`config.mk`:
```
export PLATFORM = sky130hd
export DESIGN_NAME = machine_sequencer_flat
export DESIGN_NICKNAME = d
export VERILOG_FILES = /design/src/rtl/machine_sequencer_if.sv /design/src/rtl/machine_sequencer.sv /design/src/flat_wrapper.sv
export SDC_FILE = /design/constraint.sdc
export NUM_CORES = 1
export LEC_CHECK = 0
export BUFFER_PORTS_ARGS = -buffer_cell sky130_fd_sc_hd__buf_2
export CAP_MARGIN = 20
export CORE_MARGIN = 1
export CORE_UTILIZATION = 30
export DETAILED_ROUTE_END_ITERATION = 16
export GPL_TIMING_DRIVEN = 0
export PLACE_DENSITY = 0.56
export SLEW_MARGIN = 20
export SYNTH_ARGS = -nofsm -noshare
export SYNTH_HDL_FRONTEND = slang
export SYNTH_SLANG_ARGS = --single-unit
```
`constraint.sdc`:
```
create_clock -name clk -period 2.41 [get_ports clk]
set_clock_uncertainty 0.2 [all_clocks]
set_input_delay 0.1205 -clock clk [delete_from_list [all_inputs] [get_ports clk]]
set_output_delay 0.1205 -clock clk [all_outputs]
set_load 0.01 [all_outputs]
```
`src/rtl/machine_sequencer_if.sv`:
```
// Sequencer handshake bundle: decode/pin requests in, one-hot M/T timing and bus acknowledge out.
interface machine_sequencer_if;
  logic next_m;
  logic set_m1;
  logic n_wait;
  logic n_busrq;
  logic m1, m2, m3, m4, m5;
  logic t1, t2, t3, t4, t5, t6;
  logic tw;
  logic n_busack;

  modport master (
    output next_m, set_m1, n_wait, n_busrq,
    input  m1, m2, m3, m4, m5, t1, t2, t3, t4, t5, t6, tw, n_busack
  );

  modport slave (
    input  next_m, set_m1, n_wait, n_busrq,
    output m1, m2, m3, m4, m5, t1, t2, t3, t4, t5, t6, tw, n_busack
  );
endinterface

```
`src/rtl/machine_sequencer.sv`:
```
// One-hot M1..M5 / T1..T6,Tw timing generator with wait states and M-cycle end requests.
// Bus grant on n_busrq is built only when SEQ_BUSRQ_EN is defined.
module machine_sequencer (
  input logic                clk,
  input logic                reset,
  machine_sequencer_if.slave seq_io
);

  typedef enum logic [2:0] {StT1, StT2, StT3, StT4, StT5, StT6, StTw, StGrant} state_e;

  state_e     state_q, state_d;
  logic [4:0] m_q, m_d, m_next;
  logic [5:0] t_q, t_d;
  logic       tw_q, tw_d;
  logic       nbusack_q, nbusack_d;
  logic       end_req, end_cyc;
`ifdef SEQ_BUSRQ_EN
  logic [4:0] tgt_q, tgt_d;
`else
  logic       unused_busrq;
  assign unused_busrq = seq_io.n_busrq;
`endif

  assign end_req = seq_io.set_m1 | seq_io.next_m;
  // Rotation wraps M5 back to M1; a forced T6 end behaves as next_m.
  assign m_next  = seq_io.set_m1 ? 5'b00001 : {m_q[3:0], m_q[4]};

  always_comb begin
    state_d   = state_q;
    m_d       = m_q;
    nbusack_d = nbusack_q;
    end_cyc   = 1'b0;
`ifdef SEQ_BUSRQ_EN
    tgt_d     = tgt_q;
`endif
    unique case (state_q)
      StT1: state_d = StT2;
      StT2: begin
        if (!seq_io.n_wait) state_d = StTw;
        else if (end_req)   end_cyc = 1'b1;
        else                state_d = StT3;
      end
      StT3: if (end_req) end_cyc = 1'b1; else state_d = StT4;
      StT4: if (end_req) end_cyc = 1'b1; else state_d = StT5;
      StT5: if (end_req) end_cyc = 1'b1; else state_d = StT6;
      StT6: end_cyc = 1'b1;
      StTw: state_d = seq_io.n_wait ? StT3 : StTw;
      StGrant: begin
`ifdef SEQ_BUSRQ_EN
        if (seq_io.n_busrq) begin
          state_d   = StT1;
          m_d       = tgt_q;
          nbusack_d = 1'b1;
        end
`else
        state_d = StT1;
`endif
      end
    endcase

    if (end_cyc) begin
      state_d = StT1;
      m_d     = m_next;
`ifdef SEQ_BUSRQ_EN
      // Bus is only granted between M-cycles; park the target until release.
      if (!seq_io.n_busrq) begin
        state_d   = StGrant;
        m_d       = '0;
        tgt_d     = m_next;
        nbusack_d = 1'b0;
      end
`endif
    end
  end

  always_comb begin
    t_d  = '0;
    tw_d = 1'b0;
    unique case (state_d)
      StT1:    t_d[0] = 1'b1;
      StT2:    t_d[1] = 1'b1;
      StT3:    t_d[2] = 1'b1;
      StT4:    t_d[3] = 1'b1;
      StT5:    t_d[4] = 1'b1;
      StT6:    t_d[5] = 1'b1;
      StTw:    tw_d   = 1'b1;
      StGrant: t_d    = '0;
    endcase
  end

  always_ff @(posedge clk or posedge reset) begin
    if (reset) begin
      state_q   <= StT1;
      m_q       <= 5'b00001;
      t_q       <= 6'b000001;
      tw_q      <= 1'b0;
      nbusack_q <= 1'b1;
`ifdef SEQ_BUSRQ_EN
      tgt_q     <= 5'b00001;
`endif
    end else begin
      state_q   <= state_d;
      m_q       <= m_d;
      t_q       <= t_d;
      tw_q      <= tw_d;
      nbusack_q <= nbusack_d;
`ifdef SEQ_BUSRQ_EN
      tgt_q     <= tgt_d;
`endif
    end
  end

  assign seq_io.m1       = m_q[0];
  assign seq_io.m2       = m_q[1];
  assign seq_io.m3       = m_q[2];
  assign seq_io.m4       = m_q[3];
  assign seq_io.m5       = m_q[4];
  assign seq_io.t1       = t_q[0];
  assign seq_io.t2       = t_q[1];
  assign seq_io.t3       = t_q[2];
  assign seq_io.t4       = t_q[3];
  assign seq_io.t5       = t_q[4];
  assign seq_io.t6       = t_q[5];
  assign seq_io.tw       = tw_q;
  assign seq_io.n_busack = nbusack_q;

endmodule

```
`src/flat_wrapper.sv`:
```
// flat-port wrapper written by rule: the top's interface ports become plain ports
module machine_sequencer_flat 
  (clk, reset, seq_io_next_m, seq_io_set_m1, seq_io_n_wait, seq_io_n_busrq, seq_io_m1, seq_io_m2, seq_io_m3, seq_io_m4, seq_io_m5, seq_io_t1, seq_io_t2, seq_io_t3, seq_io_t4, seq_io_t5, seq_io_t6, seq_io_tw, seq_io_n_busack);
  machine_sequencer_if seq_io_i ();
  input logic clk;
  input logic reset;
  input wire logic [$bits(seq_io_i.next_m)-1:0] seq_io_next_m;
  input wire logic [$bits(seq_io_i.set_m1)-1:0] seq_io_set_m1;
  input wire logic [$bits(seq_io_i.n_wait)-1:0] seq_io_n_wait;
  input wire logic [$bits(seq_io_i.n_busrq)-1:0] seq_io_n_busrq;
  output wire logic [$bits(seq_io_i.m1)-1:0] seq_io_m1;
  output wire logic [$bits(seq_io_i.m2)-1:0] seq_io_m2;
  output wire logic [$bits(seq_io_i.m3)-1:0] seq_io_m3;
  output wire logic [$bits(seq_io_i.m4)-1:0] seq_io_m4;
  output wire logic [$bits(seq_io_i.m5)-1:0] seq_io_m5;
  output wire logic [$bits(seq_io_i.t1)-1:0] seq_io_t1;
  output wire logic [$bits(seq_io_i.t2)-1:0] seq_io_t2;
  output wire logic [$bits(seq_io_i.t3)-1:0] seq_io_t3;
  output wire logic [$bits(seq_io_i.t4)-1:0] seq_io_t4;
  output wire logic [$bits(seq_io_i.t5)-1:0] seq_io_t5;
  output wire logic [$bits(seq_io_i.t6)-1:0] seq_io_t6;
  output wire logic [$bits(seq_io_i.tw)-1:0] seq_io_tw;
  output wire logic [$bits(seq_io_i.n_busack)-1:0] seq_io_n_busack;
  assign seq_io_i.next_m = seq_io_next_m;
  assign seq_io_i.set_m1 = seq_io_set_m1;
  assign seq_io_i.n_wait = seq_io_n_wait;
  assign seq_io_i.n_busrq = seq_io_n_busrq;
  assign seq_io_m1 = seq_io_i.m1;
  assign seq_io_m2 = seq_io_i.m2;
  assign seq_io_m3 = seq_io_i.m3;
  assign seq_io_m4 = seq_io_i.m4;
  assign seq_io_m5 = seq_io_i.m5;
  assign seq_io_t1 = seq_io_i.t1;
  assign seq_io_t2 = seq_io_i.t2;
  assign seq_io_t3 = seq_io_i.t3;
  assign seq_io_t4 = seq_io_i.t4;
  assign seq_io_t5 = seq_io_i.t5;
  assign seq_io_t6 = seq_io_i.t6;
  assign seq_io_tw = seq_io_i.tw;
  assign seq_io_n_busack = seq_io_i.n_busack;
  machine_sequencer u_core (.clk(clk), .reset(reset), .seq_io(seq_io_i));
endmodule
```
# Yosys cells after proc, flatten, opt, wreduce, memory -nomap -nowiden
# Cells that the tools add are included.
[totals]
ff_bits = 15
output_inout_bits = 13
word_cells = 40
[op_classes]
eq_ne = 13
mux = 19
n_bitwise = 1
reduce_logical = 3
[op_table]
columns = ["cell", "count"]
rows = [
  ["equality test 3 bit (second input constant)", 7],
  ["two-way mux 3 bit", 7],
  ["one-hot mux 3 bit (7 select lines)", 1],
  ["equality test 3 x 2 -> 1 bit (second input constant)", 4],
  ["two-way mux 1 bit", 9],
  ["equality test 3 x 1 -> 1 bit (second input constant)", 2],
  ["zero test 3 bit", 2],
  ["two-way mux 5 bit", 1],
  ["one-hot mux 1 bit (3 select lines)", 1],
  ["OR reduction 3 bit", 1],
  ["OR 1 bit", 1],
]

# Depth between registers and ports, before layout
# Gate-level depths: netlist (run 1).
[depth]
ltp_word = 7
mapped_depth = 5

# Least setup slack after synthesis (run 1)
# OpenSTA, ideal clock, no wires.
[synth_path]
kind = "register to register"
startpoint = "register u_core.state_q[0]"
endpoint = "register u_core.m_q[1]"
setup_ns = 0.125
arrival_ns = 1.271
setup_slack_ns = 0.815
path_stages_with_launch = 6
n_path_buf = 1
synth_period_minus_slack_ns = 1.595
path_cell_list = "dfrtp_1 -> buf_2 -> nand2_1 -> o21ai_0 -> o21ai_4 -> mux2_2"
[synth_via]
elab_chain_len = 3
word_cells_on_any_way = 7
classes_between = "5 x eq/ne; 1 x mux; 1 x reduce/logical"
[synth_lines]
columns = ["element", "line_no", "text"]
rows = [
  ["from (decl)", "machine_sequencer.sv:11", "state_e state_q, state_d;"],
  ["from (signal assigned)", "machine_sequencer.sv:93", "state_q <= StT1;"],
  ["from (signal assigned)", "machine_sequencer.sv:102", "state_q <= state_d;"],
  ["equality test 3 x 2 -> 1 bit or equality test 3 bit (tied branches)", "machine_sequencer.sv:36", "unique case (state_q)"],
  ["OR reduction 3 bit (no source line)", "--", ""],
  ["one-hot mux 1 bit (3 select lines) (*)", "machine_sequencer.sv:36", ""],
  ["to (signal assigned)", "machine_sequencer.sv:103", "m_q <= m_d;"],
  ["to (decl)", "machine_sequencer.sv:12", "logic [4:0] m_q, m_d, m_next;"],
]
# Every way passes the cells marked *; elsewhere a longest branch is shown, timed or not.
# A chain may end at the register's enable or synchronous reset.

# Worst setup path in the final report (run 1)
[layout_path]
startpoint = "input port seq_io_set_m1"
endpoint = "register u_core.m_q[1]"
[layout_via]
elab_chain_len = 4
word_cells_on_any_way = 5
classes_between = "4 x mux; 1 x bitwise"
[layout_lines]
columns = ["element", "line_no", "text"]
rows = [
  ["from (decl)", "flat_wrapper.sv:8", "input wire logic [$bits(seq_io_i.set_m1)-1:0] seq_io_set_m1;"],
  ["OR 1 bit", "machine_sequencer.sv:24", "assign end_req = seq_io.set_m1 | seq_io.next_m;"],
  ["two-way mux 1 bit", "--", ""],
  ["two-way mux 1 bit", "machine_sequencer.sv:39", "if (!seq_io.n_wait) state_d = StTw;"],
  ["one-hot mux 1 bit (3 select lines)", "machine_sequencer.sv:36", ""],
]
# Several ways; a longest one is shown, not always the timed one.

==> metrics.md, run 1 <==
| Metric | Value |
|---|---|
| Port-buffer cells | `16` |
| Total die area | `about 2500 um^2` |
| Core area | `2190 um^2` |
| Final core utilization | `39.7%` |
| Starting Density | `31.8%` |
| Nets | `94` |
| Crit. End Element | `flop` |
| Critical Path Start Type | `input port` |
| Synth Instances | `64` |
| Sequential share of the synthesized area | `a little over half` |
| Mapped Avg Cell Area | `10.9 um^2` |
| Synth area leader | `dfrtp_1` |
| CP Max Fanout | `7` |
| Sw frac | `38.3%` |
| Routed WL | `1280 um` |
| Yosys top cell area share | `between 40 and 50%` |
| Worst path top cell family by delay | `buffers and inverters` |
| Status | `complete, no violations` |
| Highest Clock Rate | `between 0.5 and 0.6 GHz` |
| Congestion Overflow GR | `0` |
| PwrDens | `1180 nW/um^2` |
| Worst path bufs/invs | `3` |
| CP max stage delay | `0.53 ns` |
| Net switching power | `0.394 mW` |
| Fillers | `roughly 220` |
| EDFF count, synth | `0` |
| Fraction of registers with async set/reset | `100%` |
| Reg power frac | `39.2%` |
| Via density | `4.61` |
| Setup CP Type | `in2reg` |
| Initial antenna violation count | `0` |
| DRC Markers | `0` |
| Leakage power | `0.447 nW` |
| RSZ-0062 raised after global routing | `false` |
| Pre-CTS setup slack | `0.669 ns` |
| Layout cell share with drive strength beyond 1 | `39.1%` |
| Clk pwr share | `14.2%` |
| Global Route Usage Sum | `11.9%` |
| CTS H-tree depth | `1` |
| Die width | `50.2 um` |
| Largest net degree at the start of global routing | `16` |
| Mapped Area | `~700 um^2` |
| Clock buffer depth | `2` |
| Minimum clock period after layout | `1.97 ns` |
| TritonCTS Sinks | `15` |
| Clk Latency, worst-skew pair | `0.29 ns` |
| Post-Syn Nets | `70` |
| Max-Slew Margin vs Limit | `62.4%` |
| Slew Viols, Final | `0` |
| Dpl hpwl | `884 um` |
| Antenna diodes | `0` |
| Comb pwr share | `46.7%` |
| Cell internal pwr | `0.635 mW` |
| Fin cells | `115` |
| Ys flop type | `dfrtp_1` |
| P&R area growth vs syn | `24.8%` |
| Post-CTS Setup Inserts | `0` |
| Fin. Hold Viols | `0` |
| CTS tree | `done` |
| Tightest Hold Check Type | `in2reg` |
| DR pass1 iterations | `4` |
| TNS Setup | `0 ns` |
| Drt wl/cell | `11.1 um` |
| Vias in the first global route | `roughly 490` |
| CTS root buffer | `clkbuf_4` |
| Setup ws final | `0.438 ns` |
| Cell count after placement | `between 100 and 150` |
| Top-count cell post-synth | `dfrtp_1` |
| Die height | `50.2 um` |
| Max-cap viol count | `0` |
| Total CTS buffers | `3` |
| Unique masters post-synth | `26` |
| Commonest cells post-synth | `13 x dfrtp_1, 6 x nor2_1, 4 x mux2_2, 4 x nand2_1` |
| Critical Path AT | `1.96 ns` |
| Row cnt | `17` |
| Reg clk slew, reported paths | `0.10 ns` |
| First-pass GRT wire length | `2130 um` |
| Synth area leaders | `dfrtp_1 47%, dfstp_2 7.5%, mux2_2 6.5%` |
| Warnings, synthesis | `0` |
| Final setup fails | `0` |
| Total Power | `approximately 1 mW` |
| Max stage delay cell, worst path | `dlygate4sd3_1` |
| DRT antenna net count | `0` |
| Cell chain of the critical path | `dlygate4sd3_1, buf_2, or2_1, clkbuf_2, a21o_1, o21ai_4, mux2_2` |
| Maximum vdd drop | `0.000346 V` |
| Required time worst endpoint | `~2.4 ns` |
| DR vias | `530` |
| Worst-Margin Slew | `approximately 0.56 ns` |
| Tcrit/Tclk final | `81.8%` |
| Placer congestion estimate | `0.721` |
| Drt first-iter violations | `10` |
| # IOs | `19` |
| Yosys reg bits | `15` |
[per-layer routing]
metal	share of wire, %	track usage (%)
met1	43	13.7
met2	51	18.4
met3	2.3	1.82
met4	4.2	11.4
met5	0	0
[metrics by stage]
| stage | instance area [um^2] | hold WS (ns) |
|---|---|---|
| final | 870 | 0.00820 |
| after global routing | 870 | 0.0508 |
| after CTS | 870 | 0.000622 |
| after detailed placement | 812 | 0.00625 |
| after global placement | 812 | -0.00763 |
| after floorplan | 697 | -0.179 |
[worst min-delay path, cell delays in order]
cell and delay, ns:
buf_2 0.08, nor2_1 0.08, a21oi_1 0.13, nor2_1 0.05
[path summary, 6_finish.rpt]
check                                            startpoint                     endpoint  slack (ns)  cells after the start
worst min register to register    u_core.m_q[0]$_DFFE_PP1P_    u_core.m_q[0]$_DFFE_PP1P_        0.30                      2
worst max-delay path                          seq_io_set_m1    u_core.m_q[1]$_DFFE_PP0P_        0.44                      7
worst min-delay path                          seq_io_next_m  u_core.state_q[0]$_DFF_PP0_       0.008                      4
max in group asynchronous                             reset      u_core.t_q[5]$_DFF_PP0_        1.42                      3
worst max register to register  u_core.state_q[0]$_DFF_PP0_    u_core.m_q[1]$_DFFE_PP0P_        0.69                      5
min in group asynchronous                             reset   u_core.seq_io.tw$_DFF_PP0_        0.21                      3
[cells by family after synthesis]
| group | synth area share [%] |
|---|---|
| xor gates and xnor gates | 1.26 |
| muxes | 9.34 |
| buffers and inverters | 5.21 |
| AOI/OAI and AO/OA | 12.7 |
| DFF | 54.2 |
| other | 0.538 |
| and+or+nand+nor | 16.7 |
[registers in the layout, indices dropped and copies added (netlist names)]
register	count
u_core.t_q	6
u_core.m_q	5
u_core.state_q	3
u_core.seq_io.tw	1
[placed cells by master, fill, tap and decap left out, types with 2 or more instances in the layout]
cell / netlist / routed
nand2_1: 4 / 4
a21oi_1: 3 / 3
dlygate4sd3_1: 0 / 3
o21ai_0: 3 / 3
dfrtp_1: 13 / 13
nor2_1: 6 / 6
nand3_1: 3 / 3
mux2_2: 4 / 4
buf_2: 1 / 17
dfstp_2: 2 / 2
clkbuf_1: 2 / 2
nor4b_1: 3 / 3
inv_1: 3 / 3
mux2i_1: 2 / 2
clkbuf_4: 0 / 3
and2b_2: 3 / 3
[power by group through the flow]
| stage | clock network, mW | logic, mW | registers, mW |
|---|---|---|---|
| 6_report | 0.146 | 0.480 | 0.403 |
| 5_1_grt | 0.165 | 0.530 | 0.414 |
| 4_1_cts | 0.156 | 0.483 | 0.403 |
| 3_5_place_dp | 0 | 0.476 | 0.409 |
| 3_3_place_gp | 0 | 0.472 | 0.405 |
| 2_1_floorplan | 0 | 0.321 | 0.439 |
[repair_timing]
action                                  in CTS  in global routing
resized for setup                            0                  0
endpoints found under the setup margin       0                  0
endpoints found under the hold margin       16                  0
hold buffers                                 3                  0
[final cells by class]
cell class	count	area, um^2	share of cell area [%]
timing repair buffer	19	110	12.7
tap	28	35.0	4.03
clock buffer	3	22.5	2.59
inverter	3	11.3	1.29
sequential	15	378	43.5
multi-input combinational	41	283	32.5
clock inverter	1	5.00	0.576
buffer	5	25.0	2.88
Power figures use the tool's default switching activity.
==> inputs of run 2 (changes only) <==
--- a/config.mk
+++ b/config.mk
@@ -5,6 +5,7 @@
 export SDC_FILE = /design/constraint.sdc
 export NUM_CORES = 1
 export LEC_CHECK = 0
+export ABC_AREA = 1
 export BUFFER_PORTS_ARGS = -buffer_cell sky130_fd_sc_hd__buf_2
 export CAP_MARGIN = 20
 export CORE_MARGIN = 1
==> constraint.sdc (replaced) <==
create_clock -name clk -period 1.59 [get_ports clk]
set_clock_uncertainty 0.2 [all_clocks]
set_input_delay 0.0795 -clock clk [delete_from_list [all_inputs] [get_ports clk]]
set_output_delay 0.0795 -clock clk [all_outputs]
set_load 0.01 [all_outputs]
==> metrics.md, run 2 <==
| Metric | Value |
|---|---|
| Dpl hpwl | `1050 um (was 884 um)` |
| CP Max Fanout | `9 (was 7)` |
| Cell chain of the critical path | `buf_6, nand2_1, nor2_2, and2_1, nor3_2, nor2_4, nor2_1 (was dlygate4sd3_1, buf_2, or2_1, clkbuf_2, a21o_1, o21ai_4, mux2_2)` |
| Met3 wire length | `59 um (was 29 um)` |
| Die width | `54.0 um (was 50.2 um)` |
| Global Route Usage Sum | `10.7% (was 11.9%)` |
| Sw frac | `42.2% (was 38.3%)` |
| Worst reg2reg setup slack | `0.04 ns (was 0.69 ns)` |
| Largest net degree at the start of global routing | `16 (unchanged)` |
| Comb pwr share | `61.4% (was 46.7%)` |
| Mapped Avg Cell Area | `9.23 um^2 (was 10.9 um^2)` |
| Status | `complete, no violations (unchanged)` |
| EDFF count, synth | `0 (unchanged)` |
| Sequential share of the synthesized area | `46.5% (was 54.2%)` |
| DR vias | `645 (was 530)` |
| Clk Latency, worst-skew pair | `0.27 ns (was 0.29 ns)` |
| Worst path bufs/invs | `1 (was 3)` |
| DRT antenna net count | `0 (unchanged)` |
| Nets | `122 (was 94)` |
| CP max stage delay | `0.38 ns (was 0.53 ns)` |
| Final hold slack | `0.101 ns (was 0.00820 ns)` |
| CTS H-tree depth | `1 (unchanged)` |
| P&R area growth vs syn | `33.3% (was 24.8%)` |
| Clock buffer depth | `2 (unchanged)` |
| Mapped Area | `812 um^2 (was 697 um^2)` |
| Slew Viols, Final | `0 (unchanged)` |
| Metal-1 WL | `692 um (was 545 um)` |
| Ys flop type | `dfrtp_1 (unchanged)` |
| Total CTS buffers | `3 (unchanged)` |
| Congestion Overflow GR | `0 (unchanged)` |
| First-pass GRT wire length | `2180 um (was 2130 um)` |
| Post-Syn Nets | `94 (was 70)` |
| Top-count cell post-synth | `nand2_1 (was dfrtp_1)` |
| Hold depth | `3 (was 4)` |
| Most common cell after layout, fill and taps aside | `nand2_1 (was buf_2)` |
| Worst reg-to-reg path cell count | `7 (was 5)` |
| Antenna diodes | `0 (unchanged)` |
| Minimum clock period after layout | `1.55 ns` |
| Starting Density | `32.2% (was 31.8%)` |
| Yosys top cell area share | `40.1% (was 46.7%)` |
| Row cnt | `18 (was 17)` |
| Highest Signal Layer | `met4 (unchanged)` |
| Most frequent cells in the layout | `15 x nand2_1, 14 x buf_2, 13 x dfrtp_1, 7 x nand2_2, 7 x inv_1 (was 17 x buf_2, 13 x dfrtp_1, 6 x nor2_1, 4 x nand2_1, 4 x mux2_2)` |
| Worst-Margin Slew | `0.544 ns (was 0.563 ns)` |
| Port-buffer cells | `16 (unchanged)` |
| Fin. Hold Viols | `0 (unchanged)` |
| Cell internal pwr | `1.21 mW (was 0.635 mW)` |
| Top reg by flops | `u_core.t_q (unchanged)` |
| Hold Crit Start | `seq_io_set_m1 (was seq_io_next_m)` |
| Clk pwr share | `9.6% (was 14.2%)` |
| DRC Markers | `0 (unchanged)` |
| Max-cap viol count | `0 (unchanged)` |
| Total die area | `2920 um^2 (was 2520 um^2)` |
| Drt first-iter violations | `11 (was 10)` |
| Fraction of registers with async set/reset | `100% (unchanged)` |
| Reg power frac | `29.0% (was 39.2%)` |
| Synth area leaders | `dfrtp_1 40%, nand2_1 6.9%, nand2_2 6.9% (was dfrtp_1 47%, dfstp_2 7.5%, mux2_2 6.5%)` |
| Multi-input logic area | `372 um^2 (was 283 um^2)` |
| Yosys reg bits | `15 (unchanged)` |
| Die height | `54.0 um (was 50.2 um)` |
| CTS tree | `done (unchanged)` |
| Tightest Hold Check Type | `in2reg (unchanged)` |
| Worst Hold Path EP | `u_core.m_q[0]$_DFFE_PP1P_ (was u_core.state_q[0]$_DFF_PP0_)` |
| Critical Path AT | `1.56 ns (was 1.96 ns)` |
| Fillers | `262 (was 222)` |
| Max reg flops | `6 (unchanged)` |
| Max stage delay cell, worst path | `dfrtp_1 (was dlygate4sd3_1)` |
| Setup CP Type | `reg2reg (was in2reg)` |
| Vias in the first global route | `535 (was 485)` |
| Maximum vdd drop | `0.000902 V (was 0.000346 V)` |
| Total Power | `2.09 mW (was 1.03 mW)` |
| DR pass1 iterations | `5 (was 4)` |
| RR Startpoint | `u_core.state_q[0]$_DFF_PP0_ (unchanged)` |
| Commonest cells post-synth | `15 x nand2_1, 13 x dfrtp_1, 9 x nand2_2, 7 x inv_1 (was 13 x dfrtp_1, 6 x nor2_1, 4 x mux2_2, 4 x nand2_1)` |
| # IOs | `19 (unchanged)` |
| Drt wl/cell | `10.8 um (was 11.1 um)` |
| Synth Instances | `88 (was 64)` |
| Worst path top cell family by delay | `simple AND/OR/NAND/NOR gates (was buffers and inverters)` |
| TritonCTS Sinks | `15 (unchanged)` |
| CTS root buffer | `clkbuf_4 (unchanged)` |
| Warnings, synthesis | `0 (unchanged)` |
| Final setup fails | `0 (unchanged)` |
| PwrDens | `1930 nW/um^2 (was 1180 nW/um^2)` |
| Via density | `4.45 (was 4.61)` |
| Core area | `2520 um^2 (was 2190 um^2)` |
| Routed WL | `1570 um (was 1280 um)` |
| Leakage power | `0.584 nW (was 0.447 nW)` |
| Net switching power | `0.884 mW (was 0.394 mW)` |
| Max-Slew Margin vs Limit | `63.7% (was 62.4%)` |
| Crit. End Element | `flop (unchanged)` |
| Layout cell share with drive strength beyond 1 | `50.4% (was 39.1%)` |
| Tcrit/Tclk final | `97.2%` |
| Synth area leader | `dfrtp_1 (unchanged)` |
| Critical Path Start Type | `flop (was input port)` |
| Largest registers | `u_core.t_q (6), u_core.m_q (5), u_core.state_q (3) (unchanged)` |
| Required time worst endpoint | `1.60 ns (was 2.40 ns)` |
| FF-to-FF End | `u_core.t_q[0]$_DFF_PP1_ (was u_core.m_q[1]$_DFFE_PP0P_)` |
| Highest Clock Rate | `between 0.6 and 0.7 GHz` |
| Reg clk slew, reported paths | `0.08 ns (was 0.10 ns)` |
| Initial antenna violation count | `0 (unchanged)` |
| Placer congestion estimate | `0.814 (was 0.721)` |
| Unique masters post-synth | `25 (was 26)` |
| Detailed-routed wire length on met2 | `814 um (was 648 um)` |
| Register area | `378 um^2 (unchanged)` |
==> run 2: cell count changes after synthesis, moves of 3 or more <==
cell | before | now
and2b_2 | 3 | 0
o21ai_0 | 3 | 0
inv_2 | 0 | 6
nand2_2 | 0 | 9
nor2_2 | 0 | 3
inv_1 | 3 | 7
mux2_2 | 4 | 0
nor4b_1 | 3 | 0
o21ai_2 | 0 | 5
nand2_1 | 4 | 15
==> run 2: layer usage <==
metal,up-vias,global-route usage (%)
li1,322,-
met1,306,13.2
met2,15,17.3
met3,2,2.54
met4,0,5.13
met5,-,0
==> run 2: logic make-up after synthesis <==
family,share of synthesized area (%)
and+or+nand+nor,34.7
buffers and inverters,11.7
DFF,46.5
AOI/OAI and AO/OA,6.63
other,0.462
==> run 2: power groups by stage <==
stage	combinational [mW]	sequential, mW	clock, mW
finish	1.28	0.607	0.202
global route	1.40	0.629	0.235
CTS	1.08	0.613	0.214
detailed placement	1.07	0.619	0
global placement	1.06	0.615	0
floorplan	0.812	0.659	0
==> run 2: per-stage QoR <==
stage / cell area (um^2) / util [%] / worst slack, ns / TNS [ns] / cells
after floorplan: 812 / - / 0.158 / 0 / 88
after global placement: 930 / 36.9 / 0.0811 / 0 / 134
after detailed placement: 930 / 36.9 / 0.0593 / 0 / 134
after CTS: 996 / 39.5 / 0.00678 / 0 / 142
after global routing: 1080 / 42.9 / -0.0500 / -0.166 / 145
final: 1080 / 42.9 / 0.0443 / 0 / 145
==> run 2: layout make-up <==
| cell class | count | area share (%) |
|---|---|---|
| Multi-Input combinational cell | 56 | 34.3 |
| Clock buffer | 4 | 2.43 |
| Tap cell | 30 | 3.47 |
| Buffer | 4 | 4.62 |
| Timing Repair Buffer | 23 | 15.5 |
| Inverter | 13 | 4.74 |
| Sequential cell | 15 | 34.9 |
==> run 2: how the worst max path moves through the flow <==
stage,startpoint,endpoint,slack [ns],depth (start not counted)
3_5_place_dp,u_core.state_q[1]$_DFF_PP0_,u_core.m_q[4]$_DFFE_PP0P_,0.06,9
3_3_place_gp,u_core.state_q[2]$_DFF_PP0_,u_core.m_q[1]$_DFFE_PP0P_,0.08,10
4_1_cts,seq_io_next_m,u_core.m_q[3]$_DFFE_PP0P_,0.007,10
5_1_grt,u_core.state_q[0]$_DFF_PP0_,u_core.t_q[0]$_DFF_PP1_,-0.05,7
6_report,u_core.state_q[0]$_DFF_PP0_,u_core.t_q[0]$_DFF_PP1_,0.04,7
2_1_floorplan,u_core.state_q[1]$_DFF_PP0_,u_core.m_q[2]$_DFFE_PP0P_,0.16,9
==> run 2: worst reg2reg max path, cell delays in order, from the launching register on <==
cell and delay [ns]:
dfrtp_1 0.38, buf_6 0.14, nand2_1 0.07, nor2_2 0.05, and2_1 0.17, nor3_2 0.28
nor2_4 0.07, nor2_1 0.11
==> run 2: timing repair <==
item                                    CTS  global route
endpoints found under the setup margin    0             7
hold buffers                              4             0
setup buffers                             0             4
gates resized for setup                   0            10
hold endpoints to repair                 22             0
==> inputs of run 3 (changes only) <==
--- a/config.mk
+++ b/config.mk
@@ -12,7 +12,7 @@
 export CORE_UTILIZATION = 30
 export DETAILED_ROUTE_END_ITERATION = 16
 export GPL_TIMING_DRIVEN = 0
-export PLACE_DENSITY = 0.56
+export PLACE_DENSITY = 0.55
 export SLEW_MARGIN = 20
 export SYNTH_ARGS = -nofsm -noshare
 export SYNTH_HDL_FRONTEND = slang
==> constraint.sdc (replaced) <==
create_clock -name clk -period 1.8 [get_ports clk]
set_clock_uncertainty 0.2 [all_clocks]
set_input_delay 0.09 -clock clk [delete_from_list [all_inputs] [get_ports clk]]
set_output_delay 0.09 -clock clk [all_outputs]
set_load 0.01 [all_outputs]
==> metrics.md, run 3 (synthesized netlist as in run 2, its figures left out) <==
| Metric | Value |
|---|---|
| Post-CTS Setup Inserts | `0 (unchanged)` |
| Placer congestion estimate | `0.843 (was 0.814)` |
| Multi-input logic area | `352 um^2 (was 372 um^2)` |
| Sw frac | `43.7% (was 42.2%)` |
| Core area | `2520 um^2 (unchanged)` |
| Global Route Usage Sum | `11.6% (was 10.7%)` |
| Die height | `54.0 um (unchanged)` |
| Top reg by flops | `u_core.t_q (unchanged)` |
| Highest Signal Layer | `met4 (unchanged)` |
| Leakage power | `0.545 nW (was 0.584 nW)` |
| Total die area | `2920 um^2 (unchanged)` |
| Max-cap viol count | `0 (unchanged)` |
| Clk Latency, worst-skew pair | `0.28 ns (was 0.27 ns)` |
| DR vias | `642 (was 645)` |
| Max reg flops | `6 (unchanged)` |
| Congestion Overflow GR | `0 (unchanged)` |
| Max stage delay cell, worst path | `dlygate4sd3_1 (was dfrtp_1)` |
| Critical Path Start Type | `input port (was flop)` |
| CP max stage delay | `0.59 ns (was 0.38 ns)` |
| Cell internal pwr | `0.947 mW (was 1.21 mW)` |
| Row cnt | `18 (unchanged)` |
| Tcrit/Tclk final | `96.1%` |
| Comb pwr share | `56.8% (was 61.4%)` |
| Minimum clock period after layout | `roughly 1.7 ns` |
| DRT antenna net count | `0 (unchanged)` |
| Pre-CTS setup slack | `0.277 ns (was 0.0593 ns)` |
| P&R area growth vs syn | `25.6% (was 33.3%)` |
| Drt wl/cell | `9.65 um (was 10.8 um)` |
| Cell chain of the critical path | `dlygate4sd3_1, buf_2, nor2_4, inv_2, dlygate4sd3_1, nor4_2 (was buf_6, nand2_1, nor2_2, and2_1, nor3_2, nor2_4, nor2_1)` |
| Layout cell share with drive strength beyond 1 | `49.6% (was 50.4%)` |
| Max-Slew Margin vs Limit | `62.5% (was 63.7%)` |
| Maximum vdd drop | `0.000769 V (was 0.000902 V)` |
| Worst reg2reg setup slack | `0.24 ns (was 0.04 ns)` |
| Cell mode on critical path | `dlygate4sd3_1` |
| Die width | `54.0 um (unchanged)` |
| Starting Density | `32.2% (unchanged)` |
| Reg clk slew, reported paths | `0.09 ns (was 0.08 ns)` |
| Port-buffer cells | `16 (unchanged)` |
| Via density | `4.49 (was 4.45)` |
| Initial antenna violation count | `0 (unchanged)` |
| # IOs | `19 (unchanged)` |
| Clk pwr share | `11.1% (was 9.6%)` |
| RSZ-0062 raised after global routing | `true` |
| DR pass1 iterations | `4 (was 5)` |
| Fillers | `256 (was 262)` |
| Met3 wire length | `93 um (was 59 um)` |
| Setup ws final | `0.0693 ns (was 0.0443 ns)` |
| Most frequent cells in the layout | `16 x buf_2, 15 x nand2_1, 13 x dfrtp_1, 9 x nand2_2, 7 x inv_1 (was 15 x nand2_1, 14 x buf_2, 13 x dfrtp_1, 7 x nand2_2, 7 x inv_1)` |
| CTS H-tree depth | `1 (unchanged)` |
| Tightest Hold Check Type | `in2async (was in2reg)` |
| Critical Path AT | `1.71 ns (was 1.56 ns)` |
| Worst-Margin Slew | `0.562 ns (was 0.544 ns)` |
| Slew Viols, Final | `0 (unchanged)` |
| Largest registers | `u_core.t_q (6), u_core.m_q (5), u_core.state_q (3) (unchanged)` |
| Total CTS buffers | `3 (unchanged)` |
| Nets | `120 (was 122)` |
| CTS tree | `done (unchanged)` |
| CTS root buffer | `clkbuf_4 (unchanged)` |
| Dpl hpwl | `1070 um (was 1050 um)` |
| PwrDens | `1650 nW/um^2 (was 1930 nW/um^2)` |
| Required time worst endpoint | `1.78 ns (was 1.60 ns)` |
| First-pass GRT wire length | `2390 um (was 2180 um)` |
| CP Max Fanout | `4 (was 9)` |
| Crit. End Element | `flop (unchanged)` |
| Metal-1 WL | `619 um (was 692 um)` |
| RR Startpoint | `u_core.state_q[1]$_DFF_PP0_ (was u_core.state_q[0]$_DFF_PP0_)` |
| Final setup fails | `0 (unchanged)` |
| Setup CP Type | `in2reg (was reg2reg)` |
| Vias in the first global route | `596 (was 535)` |
| Routed WL | `1380 um (was 1570 um)` |
| Reg power frac | `32.1% (was 29.0%)` |
| Net switching power | `0.735 mW (was 0.884 mW)` |
| Register area | `378 um^2 (unchanged)` |
| Fin. Hold Viols | `0 (unchanged)` |
| DRC Markers | `0 (unchanged)` |
| Antenna diodes | `0 (unchanged)` |
| Most common cell after layout, fill and taps aside | `buf_2 (was nand2_1)` |
| Detailed-routed wire length on met2 | `645 um (was 814 um)` |
| Final core utilization | `40.4% (was 42.9%)` |
| TritonCTS Sinks | `15 (unchanged)` |
| Clock buffer depth | `2 (unchanged)` |
| Highest Clock Rate | `0.578 GHz` |
| Status | `complete, no violations (unchanged)` |
| Largest net degree at the start of global routing | `16 (unchanged)` |
| FF-to-FF End | `u_core.m_q[1]$_DFFE_PP0P_ (was u_core.t_q[0]$_DFF_PP1_)` |
| Worst reg-to-reg path cell count | `9 (was 7)` |
| Drt first-iter violations | `4 (was 11)` |
run 3: changes by cell type in the layout (fill, tap and decap cells not counted), moves of 2 or more:
cell	delta
dlygate4sd3_1	+2
nand2_2	+2
buf_2	+2
nand2_4	-2
buf_4	-3
nor4_1	-2
nor4_2	+2
nor2_2	+2
nor2_4	-3
run 3: metal layers:
| metal | track usage [%] | up-vias |
|---|---|---|
| met2 | 19.8 | 20 |
| met1 | 13.3 | 300 |
| li1 | - | 318 |
| met3 | 2.54 | 4 |
| met4 | 6.41 | 0 |
| met5 | 0 | - |
run 3: stage by stage:
stage / hold slack, ns / setup TNS (ns) / cells / total power, mW / area (um^2)
6_report: 0.199 / 0 / 143 / 1.68 / 1020
3_3_place_gp: -0.0325 / 0 / 134 / 1.48 / 930
5_1_grt: 0.285 / -0.00776 / 143 / 1.84 / 1020
4_1_cts: 0.211 / 0 / 143 / 1.69 / 1010
2_1_floorplan: -0.210 / 0 / 88 / 1.30 / 812
3_5_place_dp: -0.0245 / 0 / 134 / 1.49 / 930
run 3: worst max-delay path by stage:
stage | from | endpoint | slack [ns] | cells after the start
global placement | u_core.state_q[2]$_DFF_PP0_ | u_core.m_q[4]$_DFFE_PP0P_ | 0.29 | 10
global route | seq_io_set_m1 | u_core.t_q[5]$_DFF_PP0_ | -0.008 | 6
finish | seq_io_next_m | u_core.t_q[5]$_DFF_PP0_ | 0.07 | 6
CTS | seq_io_next_m | u_core.t_q[5]$_DFF_PP0_ | 0.03 | 6
detailed placement | u_core.state_q[1]$_DFF_PP0_ | u_core.m_q[1]$_DFFE_PP0P_ | 0.28 | 9
floorplan | u_core.state_q[1]$_DFF_PP0_ | u_core.m_q[2]$_DFFE_PP0P_ | 0.37 | 9
run 3: worst max-delay path, delay by kind of cell:
kind / cells / cell delay (ns)
and+or+nand+nor: 2 / 0.30
buffers and inverters: 4 / 1.32
run 3: cell type report:
type	count	area share, %
plain buffers	4	4.54
clock buffers	3	2.21
clock inverters	1	0.491
inverters	13	4.79
multi-input cells	56	34.5
flip-flops and latches	15	37.1
well taps	30	3.68
repair buffers	21	12.8
run 3: timing repair:
action | CTS | global route
gates resized for setup | 0 | 2
setup endpoints to repair | 0 | 2
endpoints found under the hold margin | 22 | 0
hold buffers | 5 | 0
run 3: power by group through the flow:
stage,Sequential [mW],Clock [mW],Combinational (mW)
floorplan,0.582,0,0.717
detailed placement,0.548,0,0.942
global route,0.554,0.215,1.07
global placement,0.544,0,0.939
finish,0.541,0.187,0.955
CTS,0.542,0.198,0.953
